==> config.mk <==
export PLATFORM = sky130hd
export DESIGN_NAME = nb_update_scheduler
export DESIGN_NICKNAME = d
export VERILOG_FILES = /design/src/rtl/nb_update_scheduler.sv
export SDC_FILE = /design/constraint.sdc
export NUM_CORES = 1
export LEC_CHECK = 0
export BUFFER_PORTS_ARGS = -buffer_cell sky130_fd_sc_hd__buf_4
export CORE_UTILIZATION = 30
export CTS_CLUSTER_DIAMETER = 40
export DETAILED_ROUTE_END_ITERATION = 8
export SLEW_MARGIN = 20
export SYNTH_ARGS = -nofsm -noshare
export SYNTH_HDL_FRONTEND = slang
export SYNTH_SLANG_ARGS = --single-unit
==> constraint.sdc <==
create_clock -name clk -period 6.2 [get_ports clk]
set_input_delay 1.55 -clock clk [delete_from_list [all_inputs] [get_ports clk]]
set_output_delay 1.55 -clock clk [all_outputs]
set_load 0.1 [all_outputs]
==> src/rtl/nb_update_scheduler.sv <==
// Delayed-write scheduler: "q <= #d value" requests are parked in a ring of MAXD slots
// and committed to q exactly d edges after acceptance. Optional macro: TSTAMP_EN.
module nb_update_scheduler #(
    parameter int DW   = 4,
    parameter int MAXD = 8,
    parameter int INIT = 4,
    parameter int CW   = 16
) (
    input  logic                       clk,
    input  logic                       rst,
    input  logic                       wr_valid,
    input  logic [DW-1:0]              wr_data,
    input  logic [$clog2(MAXD+1)-1:0]  wr_delay,
    input  logic                       flush,
    output logic [DW-1:0]              q,
    output logic                       q_upd,
    output logic                       q_collide,
    output logic                       dly_err,
    output logic [$clog2(MAXD+1)-1:0]  pend_cnt
`ifdef TSTAMP_EN
    ,
    output logic [CW-1:0]              now,
    output logic [CW-1:0]              upd_time
`endif
);

    localparam int DLW = $clog2(MAXD + 1);
    localparam int HW  = (MAXD > 1) ? $clog2(MAXD) : 1;
    localparam logic [DLW:0] MAXD_W = (DLW + 1)'(MAXD);

    logic [HW-1:0]  head_reg;
    logic [MAXD-1:0] valid_reg;
    logic [MAXD-1:0] valid_next;
    logic [DW-1:0]  data_reg [MAXD];

    logic           dly_over;
    logic [DLW-1:0] d_eff;
    logic [DLW:0]   tsum;
    logic [HW-1:0]  target;
    logic           wr_now;
    logic           wr_slot;
    logic           commit;
    logic           collide;
    logic [DLW-1:0] cnt_next;

    // Request decode: clamp the delay and locate the ring slot it lands in.
    always_comb begin
        dly_over = (wr_delay > DLW'(MAXD));
        d_eff    = dly_over ? DLW'(MAXD) : wr_delay;
        tsum     = (DLW + 1)'(head_reg) + {1'b0, d_eff};
        target   = (tsum >= MAXD_W) ? HW'(tsum - MAXD_W) : HW'(tsum);
        wr_now   = wr_valid && (d_eff == '0);
        wr_slot  = wr_valid && (d_eff != '0);
        commit   = !flush && valid_reg[head_reg] && !wr_now;
        // The head slot is drained this edge, so landing on it is never a collision.
        collide  = wr_slot && !flush && valid_reg[target] && (target != head_reg);
    end

    // Slot occupancy: flush and drain first, then the new write (write beats clear).
    always_comb begin
        valid_next = valid_reg;
        cnt_next   = '0;
        for (int i = 0; i < MAXD; i++) begin
            if (flush || (head_reg == HW'(i))) begin
                valid_next[i] = 1'b0;
            end
            if (wr_slot && (target == HW'(i))) begin
                valid_next[i] = 1'b1;
            end
            cnt_next = cnt_next + DLW'(valid_next[i]);
        end
    end

    always_ff @(posedge clk or posedge rst) begin
        if (rst) begin
            head_reg  <= '0;
            valid_reg <= '0;
            q         <= DW'(INIT);
            q_upd     <= 1'b0;
            q_collide <= 1'b0;
            dly_err   <= 1'b0;
            pend_cnt  <= '0;
        end else begin
            head_reg  <= (head_reg == HW'(MAXD - 1)) ? '0 : head_reg + HW'(1);
            valid_reg <= valid_next;
            if (wr_now) begin
                q <= wr_data;
            end else if (commit) begin
                q <= data_reg[head_reg];
            end
            q_upd     <= wr_now || commit;
            q_collide <= collide;
            dly_err   <= wr_valid && dly_over;
            pend_cnt  <= cnt_next;
        end
    end

    // Payload storage needs no reset; the valid bits qualify every read.
    always_ff @(posedge clk) begin
        if (wr_slot) begin
            data_reg[target] <= wr_data;
        end
    end

`ifdef TSTAMP_EN
    always_ff @(posedge clk or posedge rst) begin
        if (rst) begin
            now      <= '0;
            upd_time <= '0;
        end else begin
            now <= now + CW'(1);
            if (wr_now || commit) begin
                upd_time <= now;
            end
        end
    end
`else
    // CW only sizes the timestamp ports, which this build leaves out.
    localparam int unused_cw = CW;
`endif

endmodule

## After elaboration in Yosys (flattened, before gate mapping)

Memory sizes are Yosys's and may differ from the RTL's.
Index checks and enable logic that the tools add are counted.

- Output and inout port bits: 11
- Input bits: 12
- Bits in registers: 22
- Word-level logic and storage cells: 96
- Memories: 1
- Bits in writable memories: 32

- Reductions and logical operators: 32
- Eq/ne operators: 15
- Add/sub/neg operators: 10
- Magnitude comparators: 4
- Multiplexer cells: 27

Memory list:

| memory | words | bits a word | rd ports | clocked after Yosys merged registers in | wr ports | line | text |
|---|---|---|---|---|---|---|---|
| data_reg | 8 | 4 | 1 | 0 | 1 | 34 | `logic [DW-1:0] data_reg [MAXD];` |

Operator list:

| operator | number |
|---|---|
| == test 3 bit (second input constant) | 8 |
| two-way mux 1 bit | 20 |
| adder 4 x 1 -> 4 bit | 4 |
| logical AND 1 bit | 16 |
| == test 3 x 2 -> 1 bit (second input constant) | 4 |
| two-way mux 4 bit | 3 |
| logical OR 1 bit | 9 |
| less-than comparator 3 x 4 -> 1 bit (second input constant) | 2 |
| binary-select mux 1 bit (select 3 bit) | 2 |
| == test 3 x 1 -> 1 bit (second input constant) | 2 |
| logical NOT 3 bit | 2 |
| two-way mux 3 bit | 2 |
| adder 3 x 4 -> 5 bit | 1 |
| greater-or-equal comparator 5 x 4 -> 1 bit (second input constant) | 1 |
| adder 3 x 1 -> 4 bit | 1 |
| > comparator 4 bit (second input constant) | 1 |
| logical NOT 4 bit | 1 |
| nonzero test 4 bit | 1 |
| adder 2 x 1 -> 3 bit | 1 |
| adder 3 x 1 -> 3 bit (second input constant) | 1 |
| != test 3 bit | 1 |
| subtractor 3 x 1 -> 3 bit (second input constant) | 1 |
| adder 1 x 1 -> 2 bit | 1 |
| logical NOT 1 bit | 2 |
| nonzero test 2 bit | 1 |

## Longest topological paths before layout

Gate-level depths: netlist of run 1.

- Depth after elaboration: 15
- Depth in mapped cells: 17
- Gate-level depth less buffers: 17

## Worst setup path before layout of run 1

No wires, ideal clock.

- Path kind: input to register
- Start point: input wr_delay[3]
- End point: register pend_cnt[2]
- Stages: 17
- Arrival time: 5,482 ps
- Slack: 595 ps
- Path buffers: 0
- Required time: 6,077 ps
- Setup time: 123 ps
- Cell sequence: and2b_1 -> ha_1 -> fa_1 -> xnor3_2 -> nand2_1 -> nor3_2 -> a31oi_1 -> fa_1 -> inv_1 -> fa_1 -> inv_1 -> fa_1 -> inv_1 -> ha_1 -> inv_1 -> fa_1 -> xnor2_1

- Cells in the longest elaborated chain, start to end: 15
- Elaborated cells on any way between the ends: 39
- Classes of those cells: add/sub: 9; order compare: 2; eq/ne: 7; mux: 10; reduce/logical: 11

Ends and longest elaborated chain:

| what | line | text |
|---|---|---|
| from (decl) | 13 | `input logic [$clog2(MAXD+1)-1:0] wr_delay,` |
| > comparator 4 bit | 48 | `dly_over = (wr_delay > DLW'(MAXD));` |
| two-way mux 4 bit * | 49 | `d_eff = dly_over ? DLW'(MAXD) : wr_delay;` |
| adder 3 x 4 -> 5 bit | 50 | `tsum = (DLW + 1)'(head_reg) + {1'b0, d_eff};` |
| greater-or-equal comparator 5 x 4 -> 1 bit / subtractor 3 x 1 -> 3 bit (equally long branches) | 51 | `target = (tsum >= MAXD_W) ? HW'(tsum - MAXD_W) : HW'(tsum);` |
| two-way mux 3 bit | 51 |  |
| == test 3 x 1 -> 1 bit / logical NOT 3 bit (equally long branches) | 67 | `if (wr_slot && (target == HW'(i))) begin` |
| logical AND 1 bit | 67 |  |
| two-way mux 1 bit | 67 |  |
| adder 1 x 1 -> 2 bit | 70 | `cnt_next = cnt_next + DLW'(valid_next[i]);` |
| adder 2 x 1 -> 3 bit | 70 |  |
| adder 3 x 1 -> 4 bit | 70 |  |
| adder 4 x 1 -> 4 bit (3 in series) | 70 |  |
| adder 4 x 1 -> 4 bit * | 70 |  |
| named net cnt_next[2] | 44 | `logic [DLW-1:0] cnt_next;` |
| to (signal assigned) | 94 | `pend_cnt <= cnt_next;` |
| to (decl) | 19 | `output logic [$clog2(MAXD+1)-1:0] pend_cnt` |

Mark *: on every way through the listed nets, which the timed path passes. The rest lies on a longest branch.
A chain may end at the register's enable or synchronous reset.

## Final worst setup path of run 1

- Start point: input wr_delay[3]
- End point: register pend_cnt[1]

The elaborated chain is that of the path after synthesis.

==> reports/qor.txt, run 1 <==
WL final - 5440 µm
Synth Flop Type - edfxtp_1
Die width - 95.6 µm
Final nets - 237
# H-tree levels - 2
Critical Path Source Type - primary input
Initial core utilization - 0.315
Least-Margin Pin Slew - 981 ps
Via/cell ratio - 4.81
Min Hold Slack - 521 ps
Yosys cell types - 41
Worst vdd ir - 125 µV
Placed cell area - 2930 µm²
Vias - 1519
Synth area leaders - edfxtp_1 (37%), dfrtp_1 (20%), mux4_2 (6.9%), ha_1 (4.8%), fa_1 (3.8%)
Clock latency on the worst-skew pair - 300 ps
DIE HEIGHT - 95.6 µm
# diodes - 0
Seq cells post-synth - 54
CTS Buf Count - 5
Max Fanout on Critical Path - 5
Row cnt - 33
Placed insts - 308
Endpoints failing hold - 0
Antenna Nets Post-Route - 0
Final core utilization - 0.364
Avg WL per Cell - 17.2 µm
Post-synthesis cell area - 2630 µm²
I/O pin cnt - 23
Syn_nets - 206
Largest net degree at the start of global routing - 23
Hold buffer count at cts - 0
Post-CTS Setup Bufs - 0
Synth top area share - 0.366
HPWL after DPL - 3720 µm
Setup TNS - 0 ps
Mapped Cells - 179
Max-slew violations - 0
Number of detailed-route iterations in the first pass - 4
Max FFs per register - 32
Synth Warn # - 0
Post_cts resized - 0
Crit. End Element - register
Clock skew - 11.3 ps
CP required - 6410 ps
All-Layer GR Usage - 0.129
Placement Setup Slack - 475 ps
RSZ-0062 raised after global routing - no
Final WS setup - 787 ps
Area Growth Syn to Fin - 15.7%
Max clock buf depth - 2
Clk sinks - 54
Outcome - finished clean
Number of remaining DRC errors - 0
Worst-path clk slew - 90 ps
Final period utilization - 0.873
Initial antenna violation count - 0
Crit path DAT - 5620 ps
Layout Cells excl Fill - 316
Core Area - 8340 µm²
Leakage - 1.35 nW
Fin area - 3040 µm²
Die area - 9130 µm²
Global-route wire length before repair - 8360 µm
Root Buffer - clkbuf_8
Syn Area/Cell - 14.7 µm²
Async SR Flop Fraction - 0.407
Buffers on Ports - 22
Final Setup Violations - 0
Gr ovfl total - 0
Crit path time final - 5410 ps
Initial DRC Count - 78
Pwr Density - 278 nW/µm²
Fmax - 185 MHz
Tot Pwr - 0.845 mW
Post-synth EDFFs - 32
Worst Hold Class - register to register
Vias in the first global route - 1532
Leading area contributor after synthesis - edfxtp_1
Layout cells sized above 1 - 0.275
Slew headroom - 0.345
Register area share after synthesis - 0.576
Max Cap Viol - 0
TritonCTS clock tree - yes
Setup Crit Path Kind - primary input to register
GP Congestion - 0.864
==> kinds of logic after synthesis <==
| logic type | count (synthesis) | synth area share |
|---|---|---|
| DFF | 54 | 0.576 |
| and+or+nand+nor | 36 | 0.0791 |
| AOI/OAI and AO/OA | 28 | 0.0777 |
| muxes | 21 | 0.121 |
| buffers and inverters | 20 | 0.0381 |
| adders and majority gates | 15 | 0.0858 |
| xor gates and xnor gates | 5 | 0.0224 |
==> layout by cell type (no fill, tap or decap), drive strengths merged, types with 4 or more instances in the layout <==
| cell | synthesis | final |
|---|---|---|
| a22oi | 4 | 4 |
| nor2 | 11 | 11 |
| clkbuf | 1 | 7 |
| o21ai | 4 | 4 |
| ha | 10 | 10 |
| nor2b | 4 | 4 |
| fa | 5 | 5 |
| nand2 | 9 | 9 |
| dfrtp | 21 | 21 |
| edfxtp | 32 | 32 |
| buf | 4 | 29 |
| inv | 13 | 13 |
| a21oi | 4 | 4 |
| a31o | 6 | 6 |
| mux4 | 8 | 8 |
| mux2i | 10 | 10 |
==> where the power goes <==
group	switching [mW]	total, mW	internal (mW)	leakage [nW]
combinational	0.151	0.202	0.0510	0.714
clock	0.108	0.229	0.121	0.0524
sequential	0.0102	0.414	0.404	0.578
==> cell usage after synthesis (2+ instances only) <==
| master | number |
|---|---|
| a21o_1 | 2 |
| a21oi_1 | 4 |
| a22oi_1 | 4 |
| a31o_2 | 6 |
| a31oi_1 | 3 |
| and2b_1 | 3 |
| buf_6 | 3 |
| clkinv_1 | 2 |
| dfrtp_1 | 21 |
| edfxtp_1 | 32 |
| fa_1 | 5 |
| ha_1 | 10 |
| inv_1 | 13 |
| mux2i_1 | 10 |
| mux4_2 | 8 |
| nand2_1 | 9 |
| nand2b_1 | 2 |
| nor2_1 | 11 |
| nor2b_1 | 4 |
| o21ai_0 | 4 |
| xor2_1 | 3 |
==> metal layers <==
| metal | wire length [µm] | vias to the layer above | track usage |
|---|---|---|---|
| li1 | - | 711 | - |
| met1 | 2570 | 775 | 0.171 |
| met2 | 2630 | 25 | 0.208 |
| met3 | 160 | 8 | 0.0303 |
| met4 | 81 | 0 | 0.0435 |
| met5 | 0 | - | 0 |
==> critical path: stages <==
cell	delay, ps
buf_4	100
and2b_1	170
ha_1	180
fa_1	410
xnor3_2	390
nand2_1	130
nor3_2	160
a31oi_1	80
fa_1	560
inv_1	60
fa_1	500
inv_1	50
fa_1	450
inv_1	70
ha_1	160
inv_1	60
fa_1	480
inv_1	50
==> path summary, 6_finish.rpt <==
check,from,end,slack [ps],depth (start not counted)
max in group asynchronous,rst,q[3],4120,2
worst min register to register,q[1],q[1],520,2
worst min-delay path,q[1],q[1],520,2
worst max-delay path,wr_delay[3],pend_cnt[1],790,18
min in group asynchronous,rst,pend_cnt[1],1460,2
worst max register to register,head_reg[1],pend_cnt[1],1820,15
==> cell type report <==
class	instances	area (µm²)
Fill cell	814	5300
Sequential cell	54	1510
Multi-Input combinational cell	105	1010
Timing Repair Buffer	29	218
Tap cell	105	131
Clock buffer	7	76.3
Inverter	15	56.3
Clock inverter	1	30.0
No activity file was read; power rests on OpenSTA's default activity.
==> run 2, diff against run 1 <==
BUFFER_PORTS_ARGS = unset   (was -buffer_cell sky130_fd_sc_hd__buf_4)
DONT_BUFFER_PORTS = 1   (was unset)
==> run 2 against run 1 <==
  * Fmax up 3.0%
  * Critical endpoint unchanged
  * Critical path type unchanged
  * Clock power down 7%
  * Sequential share of layout area up 3.0 points
==> reports/qor.txt, run 2 (synthesis gave the netlist of run 1 again) <==
Outcome - finished clean
Reg-to-reg endpoint - pend_cnt[1]
CTS Buf Count - 5
Layout cells sized above 1 - 0.201
Clock skew - 7.74 ps
Root Buffer - clkbuf_8
Max Fanout on Critical Path - 5
TritonCTS clock tree - yes
Initial core utilization - 0.315
Global-route wire length before repair - 8340 µm
Vias - 1472
Reg2Reg Depth - 15
Tot Pwr - 0.800 mW
Hold buffer count at cts - 0
Max-slew violations - 0
Final nets - 215
Critical Path Source Type - primary input
RSZ-0062 raised after global routing - no
Crit path time final - 5250 ps
Crit path DAT - 5470 ps
Hold depth - 1
Max clock buf depth - 2
# H-tree levels - 2
Buffers on Ports - 0
Post_cts resized - 0
Die area - 9130 µm²
Area Growth Syn to Fin - 9.05%
Switching Share - 0.353
Leakage - 1.23 nW
Number of remaining DRC errors - 0
WL final - 5240 µm
Internal power - 0.517 mW
Max Cap Viol - 0
Clock share of power - 0.268
Hold_sp - valid_reg[3]
GP Congestion - 0.850
Most frequent cells in the layout - edfxtp_1 (32), dfrtp_1 (21), inv_1 (13)
HPWL after DPL - 3680 µm
Via/cell ratio - 5.01
Final Setup Violations - 0
Gr ovfl total - 0
CP required - 6420 ps
Initial antenna violation count - 0
Max FFs per register - 32
R2R Path Start - head_reg[1]
Die width - 95.6 µm
All-Layer GR Usage - 0.129
Setup Crit Path Kind - primary input to register
Highest-delay cell along the critical path - fa_1
Switch Pwr - 0.283 mW
Post-CTS Setup Bufs - 0
Core Area - 8340 µm²
Antenna Nets Post-Route - 0
Setup TNS - 0 ps
Crit. End Element - register
Fmax - 190 MHz
Row cnt - 33
Pwr Density - 279 nW/µm²
Min Hold Slack - 571 ps
Crit path largest cell delay - 550 ps
Avg WL per Cell - 17.8 µm
Worst-path clk slew - 100 ps
Largest net degree at the start of global routing - 23
Combinational power share - 0.084
Clk sinks - 54
# diodes - 0
Commonest non-fill, non-tap cell in the layout - edfxtp_1
Initial DRC Count - 73
Vias in the first global route - 1554
Crit path cell chain - and2b_1, ha_1, fa_1, xnor3_2, nand2_1, nor3_2, a31oi_1, fa_1, inv_1, fa_1, inv_1, fa_1, inv_1, ha_1, inv_1, fa_1, inv_1
Final core utilization - 0.343
Final period utilization - 0.847
DIE HEIGHT - 95.6 µm
Endpoints failing hold - 0
Number of detailed-route iterations in the first pass - 4
Worst Hold Class - register to register
Clock latency on the worst-skew pair - 310 ps
Worst vdd ir - 153 µV
Slew headroom - 0.371
Reg2Reg Setup Slack - 1890 ps
Least-Margin Pin Slew - 943 ps
I/O pin cnt - 23
Hold Path Sink - valid_reg[3]
Reg power frac - 0.648
-- run 2: cell count changes in the layout (fill, tap and decap cells not counted), sizes merged --
cell,before,now
clkinv,2,3
inv,13,15
clkbuf,7,5
bufinv,1,0
buf,29,7
-- run 2: how the worst max path moves through the flow --
stage,start,end,slack (ps)
floorplan,wr_delay[3],pend_cnt[2],600
global placement,wr_delay[3],pend_cnt[2],640
detailed placement,wr_delay[3],pend_cnt[1],580
CTS,wr_delay[3],pend_cnt[1],930
global route,wr_delay[3],pend_cnt[1],730
finish,wr_delay[3],pend_cnt[1],950
-- run 2: stage by stage --
step           instance area, µm²  std cells  setup WS, ps
2_1_floorplan                2630        179           595
3_3_place_gp                 2770        286           637
3_5_place_dp                 2770        286           582
4_1_cts                      2860        294           925
5_1_grt                      2860        294           732
6_report                     2860        294           947
-- run 2: critical path, delay by kind of cell --
| family | cells | cell delay (ps) |
|---|---|---|
| buffers and inverters | 5 | 270 |
| AO/OA/AOI/OAI | 1 | 90 |
| XOR/XNOR | 1 | 390 |
| AND/OR/NAND/NOR | 3 | 440 |
| adder cells (fa/ha/maj) | 7 | 2730 |
-- run 2: power by group through the flow --
stage	Sequential [mW]	Combinational [mW]	Clock (mW)
after detailed placement	0.526	0.0684	0
after CTS	0.519	0.0688	0.221
after global routing	0.522	0.0772	0.233
after floorplan	0.522	0.0520	0
after global placement	0.527	0.0672	0
final	0.518	0.0672	0.214
-- run 2: final cells by class --
| cell class | count | area, µm² |
|---|---|---|
| fill | 811 | 5480 |
| multi-input combinational | 105 | 1010 |
| tap | 105 | 131 |
| clock buffer | 5 | 68.8 |
| clock inverter | 3 | 28.8 |
| timing repair buffer | 7 | 52.6 |
| inverter | 15 | 56.3 |
| sequential | 54 | 1510 |
-- run 2: metal layers --
layer | vias up | global-route usage | part of all wire
met4 | 0 | 0.0398 | 0.015
met3 | 9 | 0.0311 | 0.046
met5 | - | 0 | 0
li1 | 674 | - | -
met1 | 749 | 0.162 | 0.44
met2 | 40 | 0.220 | 0.50
==> run 3, diff against run 2 <==
ABC_AREA = 1   (was unset)
clock period = 4.8 ns   (was 6.2 ns; I/O delays follow)
==> run 3 against run 2 <==
  * Non-clock buffer count up 12
  * Routed wire length up 12%
  * Clock power up 28%
==> reports/qor.txt, run 3 <==
Outcome - finished clean
Row cnt - 34
# diodes - 0
CP Capture Point - pend_cnt[1]
Syn Area/Cell - 9.58 µm²
Max clock buf depth - 2
Commonest non-fill, non-tap cell in the layout - nand2_1
Crit path largest cell delay - 550 ps
Max Cap Viol - 0
Synth Flop Type - edfxtp_1
Crit path time final - 4630 ps
Synth Area in Simple Gates - 0.256
Leakage - 1.43 nW
# H-tree levels - 2
Area Growth Syn to Fin - 13.6%
Seq cells post-synth - 54
Post-synthesis mux area share - 0
WL final - 5870 µm
Initial DRC Count - 121
R2R Path Start - head_reg[0]
Layout cells sized above 1 - 0.215
Max FFs per register - 32
Post-synthesis cell area - 2810 µm²
Placement Setup Slack - -140 ps
Highest-delay cell along the critical path - fa_1
Initial core utilization - 0.316
# fillers - 890
Max-slew violations - 0
Final WS setup - 169 ps
Synth Warn # - 0
Final Setup Violations - 0
Multi-input gate area - 1140 µm²
Final core utilization - 0.359
Worst Hold Class - register to register
Fmax - 216 MHz
Synth top area share - 0.342
RSZ-0062 raised after global routing - yes
Initial antenna violation count - 0
Reg2Reg Setup Slack - 730 ps
Reg-to-reg endpoint - pend_cnt[1]
Clk sinks - 54
Largest net degree at the start of global routing - 27
Die area - 9750 µm²
Core Area - 8890 µm²
Tot Pwr - 1.06 mW
All-Layer GR Usage - 0.127
Crit path DAT - 4860 ps
Setup Crit Path Kind - primary input to register
CP required - 5030 ps
Largest family of logic cells by synthesized area - simple AND/OR/NAND/NOR gates
Number of detailed-route iterations in the first pass - 4
Worst vdd ir - 122 µV
Mapped Cells - 293
Die width - 98.7 µm
Slew headroom - 0.387
CTS Buf Count - 5
Endpoints failing hold - 0
Post-synthesis compound-gate area fraction - 0.0334
Setup TNS - 0 ps
CP startpoint - wr_delay[0]
Hold depth - 2
Avg WL per Cell - 14.0 µm
Yosys cell types - 29
Adder-Cell Fraction of Synth Area - 0.0802
Min Hold Slack - 515 ps
Most frequent cells in the layout - nand2_1 (81), nand3_1 (34), edfxtp_1 (32)
Crit. End Element - register
Gr ovfl total - 0
I/O pin cnt - 23
Final period utilization - 0.965
XOR/XNOR Fraction of Synth Area - 0.0187
Leading area contributor after synthesis - edfxtp_1
Global-route wire length before repair - 9360 µm
WP buf/inv - 6
Pwr Density - 331 nW/µm²
Worst-path clk slew - 100 ps
Top-count cell post-synth - nand2_1
Vias in the first global route - 1820
Number of remaining DRC errors - 0
Clock latency on the worst-skew pair - 320 ps
Antenna Nets Post-Route - 0
Crit path cell chain - nor2_4, a21oi_2, nor2_2, fa_2, xor2_1, nand2_1, nand2_2, inv_4, nand2_4, nor2_4, nor2_4, fa_1, inv_2, fa_1, inv_1, fa_1, inv_1, ha_2, inv_2, fa_2, inv_2
Critical Path Source Type - primary input
Final nets - 338
Max Fanout on Critical Path - 3
DIE HEIGHT - 98.7 µm
HPWL after DPL - 4230 µm
Least-Margin Pin Slew - 920 ps
Top delay family on crit path - adder cells
Syn_nets - 320
FF+latch area - 1510 µm²
Via/cell ratio - 4.64
Clock skew - 8.41 ps
Async SR Flop Fraction - 0.407
Buffers on Ports - 0
Register area share after synthesis - 0.539
GP Congestion - 0.869
Post-synth top cells - nand2_1 (81), nand3_1 (34), edfxtp_1 (32), inv_1 (31), nor2_1 (23)
TritonCTS clock tree - yes
Reg2Reg Depth - 19
Root Buffer - clkbuf_8
Synth area leaders - edfxtp_1 (34%), dfrtp_1 (19%), nand2_1 (11%), nand3_1 (6.1%), ha_1 (4.5%)
Vias - 1950
CP Depth - 21
Post-synth EDFFs - 32
[run 3: cell types whose count changed after synthesis, sizes merged, moves of 4 or more]
cell	before	now
nand2	9	85
mux4	8	0
a22oi	4	0
nand3	0	38
nor2b	4	0
nor2	11	30
a31o	6	0
o21ai	4	9
inv	13	39
buf	4	8
xnor2	1	5
mux2i	10	0
[run 3: cell type report]
| type | instances | area share |
|---|---|---|
| flip-flops and latches | 54 | 0.474 |
| multi-input cells | 192 | 0.356 |
| inverters | 39 | 0.0514 |
| repair buffers | 19 | 0.0447 |
| well taps | 108 | 0.0424 |
| clock buffers | 6 | 0.0259 |
| clock inverters | 2 | 0.00510 |
[run 3: cells by family (layout without fill, tap and decap cells)]
group                      Yosys count  count (layout)
DFF                                 54              54
xor gates and xnor gates             6               6
buffers and inverters               47              66
AOI/OAI and AO/OA                   16              16
adders and majority gates           15              15
and+or+nand+nor                    155             155
[run 3: power breakdown]
group | switching, mW | internal [mW]
clock network | 0.155 | 0.119
registers | 0.149 | 0.520
logic | 0.0662 | 0.0476
[run 3: stage by stage]
step | area [µm²] | instances
floorplan | 2860 | 293
detailed placement | 3070 | 411
finish | 3190 | 420
global placement | 3070 | 411
global route | 3190 | 420
CTS | 3170 | 419
[run 3: worst min path at each step]
| stage | slack [ps] | start | to |
|---|---|---|---|
| after detailed placement | 500 | valid_reg[7] | valid_reg[7] |
| after global placement | 500 | valid_reg[7] | valid_reg[7] |
| after floorplan | 470 | valid_reg[7] | valid_reg[7] |
| after CTS | 520 | valid_reg[7] | valid_reg[7] |
| final | 520 | valid_reg[7] | valid_reg[7] |
| after global routing | 560 | valid_reg[7] | valid_reg[7] |
[run 3: worst min-delay path: cells and delay by family (launching register included)]
kind / cells / cell delay, ps
flops: 1 / 350
simple gates: 1 / 60
compound gates: 1 / 70
[run 3: what timing repair did]
item,4_1_cts,5_1_grt
buffers inserted,0,1
hold buffers,0,0
endpoints found under the setup margin,0,2
resized for setup,0,5
[run 3: metal layers]
metal / part of all wire / track usage
met3: 0.054 / 0.0326
met1: 0.45 / 0.162
met5: 0 / 0
met4: 0.027 / 0.0620
met2: 0.47 / 0.202
